`src/rtl/button_pkg.sv`:
```
// Shared types and sizing for the button event decoder: FSM states,
// event record layout and a saturating millisecond increment.
package button_pkg;

  localparam int MS_W       = 16;
  localparam int FIFO_DEPTH = 2;

  typedef enum logic {
    RELEASED = 1'b0,
    PRESSED  = 1'b1
  } btn_state_e;

  typedef struct packed {
    logic            long;
    logic [MS_W-1:0] ms;
  } evt_rec_t;

  function automatic logic [MS_W-1:0] sat_inc(input logic [MS_W-1:0] v);
    return (v == '1) ? v : v + MS_W'(1);
  endfunction

endpackage

```
`src/rtl/ms_tick_gen.sv`:
```
// Millisecond prescaler: counts 0..CLK_HZ/1000-1 and strobes tick on the
// last count; restart forces the count back to 0.
module ms_tick_gen #(
  parameter int CLK_HZ = 50_000_000
) (
  input  logic clk,
  input  logic rst,
  input  logic restart,
  output logic tick
);

  localparam int DIV = CLK_HZ / 1000;
  localparam int CW  = (DIV > 1) ? $clog2(DIV) : 1;
  localparam logic [CW-1:0] LAST = CW'(DIV - 1);

  logic [CW-1:0] cnt;

  assign tick = (cnt == LAST);

  // NOTE: sequential state is always assigned with <= so every flop samples
  // pre-edge values regardless of statement order.
  always_ff @(posedge clk or posedge rst) begin
    if (rst) begin
      cnt <= '0;
    end else if (restart || tick) begin
      cnt <= '0;
    end else begin
      cnt <= cnt + CW'(1);
    end
  end

endmodule

```
`src/rtl/button_event_decoder.sv`:
```
// Decodes a toggle-encoded button into press/release/long-hold strobes and
// queues {long, ms} duration records in a 2-entry FIFO.
module button_event_decoder
  import button_pkg::*;
#(
  parameter int CLK_HZ  = 50_000_000,
  parameter int LONG_MS = 1000
) (
  input  logic            clk,
  input  logic            rst,
  input  logic            btn_tgl,
  output logic            press_pulse,
  output logic            release_pulse,
  output logic            long_hold,
  output logic            held,
  output logic            evt_valid,
  input  logic            evt_ready,
  output logic            evt_long,
  output logic [MS_W-1:0] evt_ms,
  output logic            evt_overflow
);

  localparam int PTR_W = (FIFO_DEPTH > 1) ? $clog2(FIFO_DEPTH) : 1;
  localparam int CNT_W = $clog2(FIFO_DEPTH + 1);
  localparam logic [CNT_W-1:0] FULL_CNT = CNT_W'(FIFO_DEPTH);

  // Input synchronizer, history flop and registered change flag.
  logic sync1, sync2, hist, chg_q;

  always_ff @(posedge clk or posedge rst) begin
    if (rst) begin
      sync1 <= 1'b0;
      sync2 <= 1'b0;
      hist  <= 1'b0;
      chg_q <= 1'b0;
    end else begin
      sync1 <= btn_tgl;
      sync2 <= sync1;
      hist  <= sync2;
      chg_q <= sync2 ^ hist;
    end
  end

  btn_state_e state, state_nxt;
  logic       press_d, release_d;

  // NOTE: every always_comb output gets a default first so no path can
  // leave it unassigned and infer a latch.
  always_comb begin
    state_nxt = state;
    press_d   = 1'b0;
    release_d = 1'b0;
    case (state)
      RELEASED: if (chg_q) begin
        state_nxt = PRESSED;
        press_d   = 1'b1;
      end
      PRESSED: if (chg_q) begin
        state_nxt = RELEASED;
        release_d = 1'b1;
      end
      default: state_nxt = RELEASED;
    endcase
  end

  always_ff @(posedge clk or posedge rst) begin
    if (rst) begin
      state         <= RELEASED;
      press_pulse   <= 1'b0;
      release_pulse <= 1'b0;
    end else begin
      state         <= state_nxt;
      press_pulse   <= press_d;
      release_pulse <= release_d;
    end
  end

  assign held = (state == PRESSED);

  logic            ms_tick;
  logic [MS_W-1:0] ms_cnt;

  ms_tick_gen #(.CLK_HZ(CLK_HZ)) u_ms_tick (
    .clk    (clk),
    .rst    (rst),
    .restart(press_d),
    .tick   (ms_tick)
  );

  // long_hold is registered alongside ms_cnt so it strobes in the cycle the
  // count first equals LONG_MS.
  always_ff @(posedge clk or posedge rst) begin
    if (rst) begin
      ms_cnt    <= '0;
      long_hold <= 1'b0;
    end else begin
      long_hold <= held && ms_tick && (ms_cnt != '1) && ((int'(ms_cnt) + 1) == LONG_MS);
      if (press_d) begin
        ms_cnt <= '0;
      end else if (held && ms_tick) begin
        ms_cnt <= sat_inc(ms_cnt);
      end
    end
  end

  // Record FIFO: pushed while release_pulse is high, popped on handshake.
  evt_rec_t          rec_in, head;
  evt_rec_t          mem [FIFO_DEPTH];
  logic [PTR_W-1:0]  wr_ptr, rd_ptr;
  logic [CNT_W-1:0]  count;
  logic              push, pop, full, wr_en;

  assign rec_in.long = (int'(ms_cnt) >= LONG_MS);
  assign rec_in.ms   = ms_cnt;
  assign push        = release_pulse;
  assign full        = (count == FULL_CNT);
  assign pop         = evt_valid && evt_ready;
  assign wr_en       = push && (!full || pop);

  // NOTE: the storage array has no reset; count alone defines emptiness and
  // the outputs are masked while nothing is valid.
  always_ff @(posedge clk) begin
    if (wr_en) mem[wr_ptr] <= rec_in;
  end

  always_ff @(posedge clk or posedge rst) begin
    if (rst) begin
      wr_ptr       <= '0;
      rd_ptr       <= '0;
      count        <= '0;
      evt_overflow <= 1'b0;
    end else begin
      if (wr_en) wr_ptr <= wr_ptr + PTR_W'(1);
      if (pop)   rd_ptr <= rd_ptr + PTR_W'(1);
      case ({wr_en, pop})
        2'b10:   count <= count + CNT_W'(1);
        2'b01:   count <= count - CNT_W'(1);
        default: count <= count;
      endcase
      if (push && full && !pop) evt_overflow <= 1'b1;
    end
  end

  assign evt_valid = (count != '0);
  assign head      = mem[rd_ptr];
  assign evt_long  = evt_valid && head.long;
  assign evt_ms    = evt_valid ? head.ms : '0;

endmodule
```
`config.mk`:
```
export PLATFORM = sky130hd
export DESIGN_NAME = button_event_decoder
export DESIGN_NICKNAME = d
export VERILOG_FILES = /design/src/rtl/button_pkg.sv /design/src/rtl/ms_tick_gen.sv /design/src/rtl/button_event_decoder.sv
export SDC_FILE = /design/constraint.sdc
export NUM_CORES = 1
export LEC_CHECK = 0
export BUFFER_PORTS_ARGS = -buffer_cell sky130_fd_sc_hd__buf_2
export CAP_MARGIN = 0
export CORE_AREA = 10 10 106 98
export CTS_CLUSTER_DIAMETER = 100
export DETAILED_ROUTE_END_ITERATION = 10
export DIE_AREA = 0 0 116 108
export GPL_ROUTABILITY_DRIVEN = 0
export PLACE_DENSITY = 0.63
export RECOVER_POWER = 25
export SYNTH_ARGS = -nofsm -noshare
export SYNTH_HDL_FRONTEND = slang
export SYNTH_SLANG_ARGS = --single-unit
export TNS_END_PERCENT = 10
```
`constraint.sdc`:
```
create_clock -name clk -period 3.9 [get_ports clk]
set_clock_uncertainty 0.2 [all_clocks]
set_input_delay 0.585 -clock clk [delete_from_list [all_inputs] [get_ports clk]]
set_output_delay 0.585 -clock clk [all_outputs]
set_load 0.1 [all_outputs]
```
== Yosys cells after proc, flatten, opt, wreduce, memory -nomap -nowiden ==
Memories as Yosys holds them, arrays and structs flattened.
Cells that the tools add are included.
Word-level totals
  register bits: 45
  bits in writable memories: 34
  input port bits: 4
  output and inout port bits: 23
  word-level logic and storage cells: 62
  memories: 1
Memories
  mem: words 2, width 17, read ports 1, clocked after Yosys merged registers in 0, write ports 1, line button_event_decoder.sv:108  | evt_rec_t mem [FIFO_DEPTH];
Cells by class
  add/subtract/negate cells: 7
  magnitude comparators: 1
  eq/ne operators: 8
  mux-type cells: 13
  bitwise operators: 2
  reductions and logical operators: 16
Operators with widths (count)
  $mux 16: 5
  $add 16x1->16 const B: 2
  $eq 16x16->1 const B: 2
  $add 16x1->17 const B: 1
  $eq 17x10->1 const B: 1
  $ge 16x10->1 const B: 1
  $ne 16x16->1 const B: 1
  $logic_and 1x1->1: 8
  $mux 1: 6
  $reduce_bool 2->1: 3
  $eq 2x2->1 const B: 2
  $pmux 2 s2: 1
  $add 1x1->1 const B: 2
  $add 2x1->2 const B: 1
  $eq 2x1->1 const B: 1
  $logic_not 1->1: 2
  $logic_or 1x1->1: 2
  $ne 2x2->1 const B: 1
  $pmux 1 s2: 1
  $reduce_and 2->1: 1
  $sub 2x1->2 const B: 1
  $not 1->1: 1
  $xor 1x1->1: 1

== Longest topological paths before layout ==
Gate-level depths: netlist of the first run.
  depth after elaboration: 6
  mapped depth: 8
  mapped depth without buffers: 6

== Modules after synthesis ==
Synthesis of the first run repeated with hierarchy kept, for this count alone.
Unflattened totals
  cell total of the unflattened synthesis: 334
  area total of the unflattened synthesis: 3873.7 sq um
By module, submodules not included
  button_event_decoder: instances 1, cells an instance 251, area each 3011.6 sq um, seq. area each 1746.7 sq um
  ms_tick_gen: instances 1, cells an instance 83, area each 862.1 sq um, seq. area each 400.4 sq um

== Worst setup path before layout of the first run ==
OpenSTA, ideal clock, no wires.
  kind: register -> output
  from: register rd_ptr
  to: output evt_ms[10]
  data arrival time: 2591 ps
  required time: 3115 ps
  path slack: 524 ps
  cell stages (with the launch flop): 5
  buffers on the path: 2
  cell sequence: dfrtp_1 > clkbuf_1 > buf_1 > mux2i_1 > nor2_1
Between the ends
  word-level cells in the longest chain between the ends: 2
Ends and longest elaborated chain
  start, declared: line button_event_decoder.sv:109  | logic [PTR_W-1:0] wr_ptr, rd_ptr;
  start signal, assigned: line button_event_decoder.sv:134  | if (pop) rd_ptr <= rd_ptr + PTR_W'(1);
  $mem_v2 2x17
  $mux 16: line button_event_decoder.sv:147  | assign evt_ms = evt_valid ? head.ms : '0;
  end, declared: line button_event_decoder.sv:19  | output logic [MS_W-1:0] evt_ms,
Every way passes these cells.

== Final worst setup path of the first run ==
  from: register ms_cnt[1]
  to: register ms_cnt[6]
Between the ends
  word-level cells in the longest chain between the ends: 4
  elaborated cells between the ends (all ways): 7
  those cells by class: 1 x add/sub; 2 x eq/ne; 3 x mux; 1 x reduce/logical
Ends and longest elaborated chain
  start, declared: line button_event_decoder.sv:81  | logic [MS_W-1:0] ms_cnt;
  start signal, assigned: line button_event_decoder.sv:101  | ms_cnt <= sat_inc(ms_cnt);
  $add 16x1->16: line button_pkg.sv:19  | return (v == '1) ? v : v + MS_W'(1);
  $mux 16: line button_pkg.sv:19
  $mux 16: line button_event_decoder.sv:100  | end else if (held && ms_tick) begin
  $mux 16: line button_event_decoder.sv:98  | if (press_d) begin
Parallel ways exist; a longest one is shown, timed or not. The select of a mux whose other input is x is not followed.
A chain may end at the register's enable or synchronous reset.

==> key figures, run 1 <==
Hold path
  • Hold path depth: 1
  • Worst Hold Class: in -> reg

Critical path
  • Worst Setup Path Type: reg -> reg
  • Worst setup EP type: flip-flop
  • Worst r2r path cells: 6
  • Crit path DAT: between 3 and 4 ns
  • Worst Path Buf+Inv: 0
  • CP Depth: 6
  • CP max-delay cell: o311ai_2
  • Crit path launch type: flip-flop
  • CP max FO: 22
  • Critical Path RT: 3.96 ns
  • CP top delay family: compound AO/OA/AOI/OAI gates
  • Crit path cell chain: ha_1, and4_1, nand2_1, o311ai_2, o21ai_0, a21oi_1
  • CP peak stage delay: 1.11 ns

Die
  • Die Y: about 110 um
  • # IOs: 27
  • FP Rows: 32
  • Initial Util: 43.2%
  • Die area: approximately 13000 um2
  • Die width: between 100 and 150 um
  • Core box area: about 8300 um2

Timing
  • Fmax: 0.327 GHz
  • RSZ-0062 raised after global routing: false
  • Post-route setup TNS: 0 ns
  • Setup violators final: 0
  • Rel. slew slack: -15.2%
  • Slew Viols, Final: 46
  • Worst slew pin tran: 1.73 ns
  • Min Hold Slack: about 0.13 ns
  • Final min period: roughly 3 ns
  • Final setup margin: 0.845 ns
  • Final worst path period share: 78.3%
  • Fin. Hold Viols: 0

Layout
  • Non-filler cells, final: ~450
  • Utilization after layout: 48.3%
  • Commonest non-fill, non-tap cell in the layout: nor2_1
  • P&R area growth vs syn: 11.9%
  • Leading cell types in the layout, fill and taps excluded: nor2_1, dfrtp_1, edfxtp_1
  • Ant diodes: 0
  • Fraction of layout instances using a drive strength above 1: 14.5%
  • Final net count: 356

Synth
  • Syn Nets: 330
  • Number of synthesized flops with an enable pin: 34
  • Seq/Total Area, Yosys: roughly 60%
  • Synth Area per Inst: approximately 11 um2
  • Post-synth ARST share: between 50% and 60%
  • Dominant synthesized flop cell: dfrtp_1
  • Yosys cell types: 36
  • Cell count after synthesis: 321
  • FF+latch count, synth: between 70 and 80
  • Post-synthesis cell area: 3600 um2
  • Synth warn: 0

Clocking
  • CTS Hold Buffers Added: 0
  • CTS clk-pin slew, worst paths: 0.08 ns
  • Worst-Skew Late Latency: 0.35 ns
  • CTS Buffer Depth: 2
  • TritonCTS clock tree: built
  • Number of CTS-inserted buffers: 9
  • Root Buffer: clkbuf_8
  • CTS H-tree depth: 3
  • Post-CTS setup buffer count: 0
  • Clk sinks: 79
  • Resized cells post-CTS: 0

Power
  • Max VDD drop: 0.000277 V
  • Logic pwr share: 39.6%
  • Switch Pwr: 0.00130 W
  • Internal power: approximately 0.0015 W
  • Switching portion of total power: 46.4%
  • Clock network power share: 21.4%
  • PD cells: 698 nW/um2
  • Reg power frac: between 30% and 40%
  • Leakage: 1.65 nW

Placement
  • Buffers on Ports: 26
  • Hpwl dp: ~4.6 mm
  • DP Cell Count: 438
  • DP Worst Slack: 0.853 ns

Route
  • Routed Antenna Nets: 0
  • Vias per cell: 5.37
  • Residual DRC: 0
  • Total wire length: 6.74 mm
  • DR iter-0 viols: 129
  • DRT Pass-1 Iters: 4
  • Via count: 2438
  • Routed WL per cell: 14.8 um

Global routing
  • Via count of the first global-routing pass: 2355
  • Total track usage: 11.5%
  • First-pass GRT wire length: around 11 mm
  • Initial antenna violation count: 0
  • Largest net degree at the start of global routing: 46
  • Total grt overflow: 0

Run
  • Total of max-cap violations: 1

Run status
  • Outcome: complete, but fails checks
  • Failing checks: capacitance limit, slew limit
## cell type report
type	count	area, um2
clock inverters	6	67.6
multi-input cells	213	1350
fillers	777	4300
clock buffers	10	128
well taps	102	128
flip-flops and latches	79	2150
inverters	15	56.3
repair buffers	29	153
## synth_stat cells, drive strengths merged (2+ instances only)
master  instances  area share, %
o311ai          3           0.73
a22oi           2           0.42
o21ai          14            1.9
mux2i          19            5.3
inv            15            1.6
or3            10            1.7
nand3          14            1.9
a21oi          14            1.9
xor2            5            1.2
nor3            7           0.97
edfxtp         34             28
or2             3           0.52
or4             7            1.5
ha              5            1.7
buf             4           0.49
nor2           46            4.8
o31ai           6            1.3
clkbuf         10            1.0
nand2          14            1.5
xnor2          15            3.7
nor4            3           0.52
and4            3           0.73
and3            4           0.70
a31o            2           0.49
nor2b           3           0.52
nand4           7            1.2
dfrtp          45             31
## stage by stage
stage | power, W | cell area [um2]
2_1_floorplan | 0.00205 | 3600
3_3_place_gp | 0.00223 | 3830
3_5_place_dp | 0.00225 | 3830
4_1_cts | 0.00285 | 4020
5_1_grt | 0.00295 | 4020
6_report | 0.00281 | 4020
## power groups by stage
stage / clock network (W) / registers [W] / logic (W)
final: 0.000600 / 0.00110 / 0.00111
after global routing: 0.000656 / 0.00112 / 0.00118
after CTS: 0.000618 / 0.00110 / 0.00113
after detailed placement: 0 / 0.00112 / 0.00113
after global placement: 0 / 0.00111 / 0.00112
after floorplan: 0 / 0.00117 / 0.000875
## routing by layer
metal / routed length (um) / up-vias / GRT usage [%]
li1: - / 1202 / -
met1: 3190 / 1183 / 14.5
met2: 3110 / 46 / 18.3
met3: 348 / 7 / 4.10
met4: 85 / 0 / 3.75
met5: 0 / - / 0
## logic make-up after synthesis
| kind of cell | Yosys count | synth area share (%) |
|---|---|---|
| AND/OR/NAND/NOR | 123 | 17.0 |
| flip-flops | 79 | 59.7 |
| AO/OA/AOI/OAI | 45 | 7.93 |
| buffers and inverters | 29 | 3.10 |
| XOR/XNOR | 20 | 4.87 |
| multiplexers | 20 | 5.60 |
| adder cells (fa/ha/maj) | 5 | 1.74 |
## registers in the layout, summed over array words and instances (netlist names), 2 cells and up
register / cells
ms_cnt: 16
count: 2
mem: 34
u_ms_tick.cnt: 16
## worst register-to-register path, cell delays in order (launching register included)
cell,delay (ns)
dfrtp_1,0.48
ha_1,0.29
and4_1,0.27
nand2_1,0.21
o311ai_2,1.11
o21ai_0,0.24
a21oi_1,0.18
## path summary, 6_finish.rpt
kind,from,end,slack [ns]
worst max-delay path,ms_cnt[1],ms_cnt[6],0.84
worst min-delay path,btn_tgl,sync1,0.13
min in group asynchronous,rst,u_ms_tick.cnt[4],0.57
worst max register to register,ms_cnt[1],ms_cnt[6],0.84
max in group asynchronous,rst,ms_cnt[15],1.93
worst min register to register,sync1,sync2,0.15
No activity file was read; power rests on OpenSTA's default activity.
==> run 2: changes to the inputs <==
- clock period: 3.9 -> 3.1 ns (I/O delays scaled with it)
==> key figures, run 2 (synthesis gave the netlist of run 1 again) <==
Run status
  • Outcome: complete, but fails checks
  • Failing checks: capacitance limit, slew limit

Layout
  • Largest regs: mem: 34 flops, ms_cnt: 16 flops, u_ms_tick.cnt: 16 flops
  • P&R area growth vs syn: 14.3%
  • Max reg flops: 34
  • Leading cell types in the layout, fill and taps excluded: nor2_1, dfrtp_1, edfxtp_1
  • Largest Register: mem
  • Final net count: 361
  • Utilization after layout: 49.3%
  • Fraction of layout instances using a drive strength above 1: around 16%
  • Ant diodes: 0

Route
  • Routed Antenna Nets: 0
  • Vias per cell: 5.38
  • Via count: 2469
  • Total wire length: between 6 and 7 mm
  • Routed WL per cell: 14.8 um
  • DR iter-0 viols: 120
  • Residual DRC: 0
  • DRT Pass-1 Iters: 4

Clocking
  • CTS Buffer Depth: 2
  • Root Buffer: clkbuf_8
  • Number of CTS-inserted buffers: 9
  • CTS clk-pin slew, worst paths: 0.08 ns
  • Clk sinks: 79
  • CTS Hold Buffers Added: 0
  • TritonCTS clock tree: built
  • Post-CTS setup buffer count: 0
  • Resized cells post-CTS: 0
  • Worst-Skew Late Latency: about 0.35 ns
  • CTS H-tree depth: 3

Die
  • Die area: around 13000 um2
  • # IOs: 27
  • Die width: 116 um
  • FP Rows: 32
  • Core box area: 8330 um2
  • Die Y: 108 um
  • Initial Util: 43.2%

Hold path
  • Worst Hold Class: in -> reg

Timing
  • Post-route setup TNS: 0 ns
  • Fin. Hold Viols: 0
  • Final worst path period share: 83.2%
  • Slew Viols, Final: 46
  • RSZ-0062 raised after global routing: false
  • Final min period: 2.58 ns
  • Setup violators final: 0
  • Fmax: just under 0.4 GHz
  • Worst slew pin tran: 1.68 ns
  • Rel. slew slack: -12.1%

Critical path
  • Crit path launch type: flip-flop
  • CP max FO: 5
  • Worst Setup Path Type: reg -> reg
  • Critical Path RT: 3.14 ns
  • Crit path DAT: 2.62 ns
  • Worst setup EP type: flip-flop

Placement
  • Buffers on Ports: 26
  • Hpwl dp: about 4.6 mm

Global routing
  • Total track usage: 11.5%
  • Via count of the first global-routing pass: 2374
  • Initial antenna violation count: 0
  • First-pass GRT wire length: 11.5 mm
  • Largest net degree at the start of global routing: 46
  • Total grt overflow: 0

Power
  • Power Total: approximately 0.0037 W
  • PD cells: roughly 900 nW/um2
  • Leakage: 1.70 nW
  • Max VDD drop: 0.000441 V

Run
  • Total of max-cap violations: 1
## run 2: critical path, stage by stage, from the launching register on
cell,delay [ns]
dfrtp_1,0.42
or4_1,0.55
nor4_1,0.37
o311ai_2,0.19
or4_1,0.54
a2111oi_2,0.21
## run 2: layout make-up
type,count,area (um2)
multi-input combinational,213,1350
sequential,79,2150
fill,751,4220
clock buffer,10,128
tap,102,128
inverter,15,56.3
timing repair buffer,34,186
clock inverter,6,116
## run 2: worst paths after layout
check,startpoint,endpoint,slack (ns),cells past startpoint
worst min-delay path,btn_tgl,sync1,0.02,1
worst max register to register,u_ms_tick.cnt[11],long_hold,0.52,5
max in group asynchronous,rst,release_pulse,1.27,2
worst min register to register,sync1,sync2,0.16,0
min in group asynchronous,rst,u_ms_tick.cnt[13],0.44,2
worst max-delay path,u_ms_tick.cnt[11],long_hold,0.52,5
## run 2: where the power goes
group / total (W) / switching [W] / internal, W
Combinational: 0.00147 / 0.00119 / 0.000280
Sequential: 0.00133 / 0.0000801 / 0.00125
Clock: 0.000913 / 0.000372 / 0.000541
Total: 0.00371 / 0.00164 / 0.00207
## run 2: metrics by stage
step                      setup slack [ns]  instance area, um2  hold WS (ns)  cells
after floorplan                     -0.156                3600         0.131    321
after global placement               0.562                3870         0.132    443
after detailed placement             0.511                3870         0.137    443
after CTS                            0.489                4110       0.00276    459
after global routing                 0.305                4110        0.0103    459
final                                0.520                4110        0.0224    459
## run 2: routing by layer
layer / part of all wire, % / wire length [um] / GRT usage, % / vias to the layer above
met1: 47 / 3170 / 14.4 / 1196
met4: 1.1 / 73 / 3.84 / 0
met3: 5.2 / 353 / 3.82 / 9
met5: 0 / 0 / 0 / -
met2: 47 / 3190 / 18.4 / 48
li1: - / - / - / 1216
==> run 3: changes to the inputs <==
- clock period: 3.1 -> 2.6 ns (I/O delays scaled with it)
==> key figures, run 3 (synthesis gave the netlist of run 1 again) <==
Die
  • # IOs: 27
  • Die Y: approximately 110 um
  • FP Rows: 32
  • Core box area: about 8300 um2
  • Initial Util: 43.2%
  • Die width: 116 um
  • Die area: 12500 um2

Route
  • DRT Pass-1 Iters: 4
  • Routed Antenna Nets: 0
  • Residual DRC: 0
  • Routed WL per cell: 15.3 um
  • Total wire length: 7.33 mm
  • Vias per cell: about 5.2
  • DR iter-0 viols: 120
  • Via count: between 2000 and 2500

Layout
  • Leading cell types in the layout, fill and taps excluded: dfrtp_1, nor2_1, edfxtp_1
  • Final net count: 380
  • Ant diodes: 0
  • Fraction of layout instances using a drive strength above 1: 21.5%
  • Max reg flops: 34
  • Utilization after layout: around half
  • Flip-flop and latch area: 2150 um2
  • Final Instance Area: 4320 um2
  • Fill cells: 759
  • Largest regs: mem: 34 flops, ms_cnt: 16 flops, u_ms_tick.cnt: 16 flops
  • Largest Register: mem
  • Commonest non-fill, non-tap cell in the layout: dfrtp_1
  • P&R area growth vs syn: 20.1%
  • Multi-input logic area: 1410 um2

Critical path
  • CP max FO: 4
  • Crit path launch type: flip-flop
  • R2R Setup Slk: 0.003 ns
  • Worst setup EP type: flip-flop
  • Worst Setup Path Type: reg -> reg
  • Critical Path RT: 2.65 ns
  • Crit path DAT: 2.64 ns

Global routing
  • Largest net degree at the start of global routing: 23
  • Via count of the first global-routing pass: 2512
  • First-pass GRT wire length: 12.4 mm
  • Initial antenna violation count: 0
  • Total grt overflow: 0
  • Total track usage: 12.5%

Timing
  • RSZ-0062 raised after global routing: true
  • Final setup margin: 0.00269 ns
  • Rel. slew slack: 44.3%
  • Final min period: 2.60 ns
  • Worst slew pin tran: ~0.83 ns
  • Final worst path period share: 99.9%
  • Setup violators final: 0
  • Min Hold Slack: 0.117 ns
  • Fin. Hold Viols: 0
  • Slew Viols, Final: 0
  • Fmax: 0.385 GHz

Power
  • Internal power: approximately 0.0024 W
  • PD cells: slightly above 1000 nW/um2
  • Logic pwr share: 42.2%
  • Switching portion of total power: 45.5%
  • Power Total: 0.00447 W
  • Leakage: 1.77 nW
  • Clock network power share: between 20% and 30%
  • Max VDD drop: 0.000425 V
  • Switch Pwr: 0.00203 W
  • Reg power frac: a little over a third

Run
  • Total of max-cap violations: 0

Clocking
  • Clk sinks: 79
  • CTS H-tree depth: 3
  • Number of CTS-inserted buffers: 9
  • TritonCTS clock tree: built
  • Worst-Skew Late Latency: 0.35 ns
  • Post-CTS setup buffer count: 0
  • Root Buffer: clkbuf_8
  • CTS Buffer Depth: 2
  • CTS clk-pin slew, worst paths: 0.08 ns

Placement
  • Hpwl dp: about 5.1 mm
  • DP Worst Slack: ~0.052 ns
  • Buffers on Ports: 26
  • Dpl cell area: slightly above 4000 um2

Run status
  • Outcome: finished, final reports clean

Hold path
  • Worst Hold Class: in -> reg
run 3: metal layers:
metal  wire [um]  vias up  GRT usage [%]
li1            -     1255              -
met1        3370     1188           15.4
met2        3460       42           20.1
met3         367       12           3.65
met4         131        0           5.18
met5           0        -              0
run 3: path summary, 6_finish.rpt:
| kind | endpoint | startpoint | cells past startpoint |
|---|---|---|---|
| setup / recovery | long_hold | u_ms_tick.cnt[11] | 5 |
| hold / removal | rd_ptr | evt_ready | 3 |
| setup reg to reg | long_hold | u_ms_tick.cnt[11] | 5 |
| hold reg to reg | sync2 | sync1 | 0 |
| max in group asynchronous | press_pulse | rst | 4 |
| min in group asynchronous | rd_ptr | rst | 3 |
run 3: timing repair:
item / 4_1_cts / 5_1_grt
endpoints found under the setup margin: 1 / 6
hold buffers: 2 / 0
gates resized for setup: 1 / 1
endpoints found under the hold margin: 21 / 0
run 3: stage by stage:
stage	setup TNS (ns)	cells
CTS	-0.00284	478
global route	-0.0747	478
floorplan	-1.40	321
finish	0	478
detailed placement	0	460
global placement	0	460
run 3: layout make-up:
type | count | area share (%)
Timing Repair Buffer | 53 | 8.26
Clock buffer | 11 | 3.77
Tap cell | 102 | 2.95
Clock inverter | 5 | 1.45
Multi-Input combinational cell | 213 | 32.6
Inverter | 15 | 1.30
Sequential cell | 79 | 49.7
run 3: power by group through the flow:
stage,registers [W],clock network [W],logic (W)
2_1_floorplan,0.00176,0,0.00138
3_3_place_gp,0.00161,0,0.00189
3_5_place_dp,0.00162,0,0.00191
4_1_cts,0.00159,0.00101,0.00192
5_1_grt,0.00161,0.00107,0.00199
6_report,0.00159,0.000991,0.00188
run 3: worst max-delay path, cell delays in order (launching register included):
cell and delay [ns]:
dfrtp_1 0.38, or4_1 0.56, nor4_1 0.40, o311ai_2 0.21
or4_1 0.54, a2111oi_2 0.20
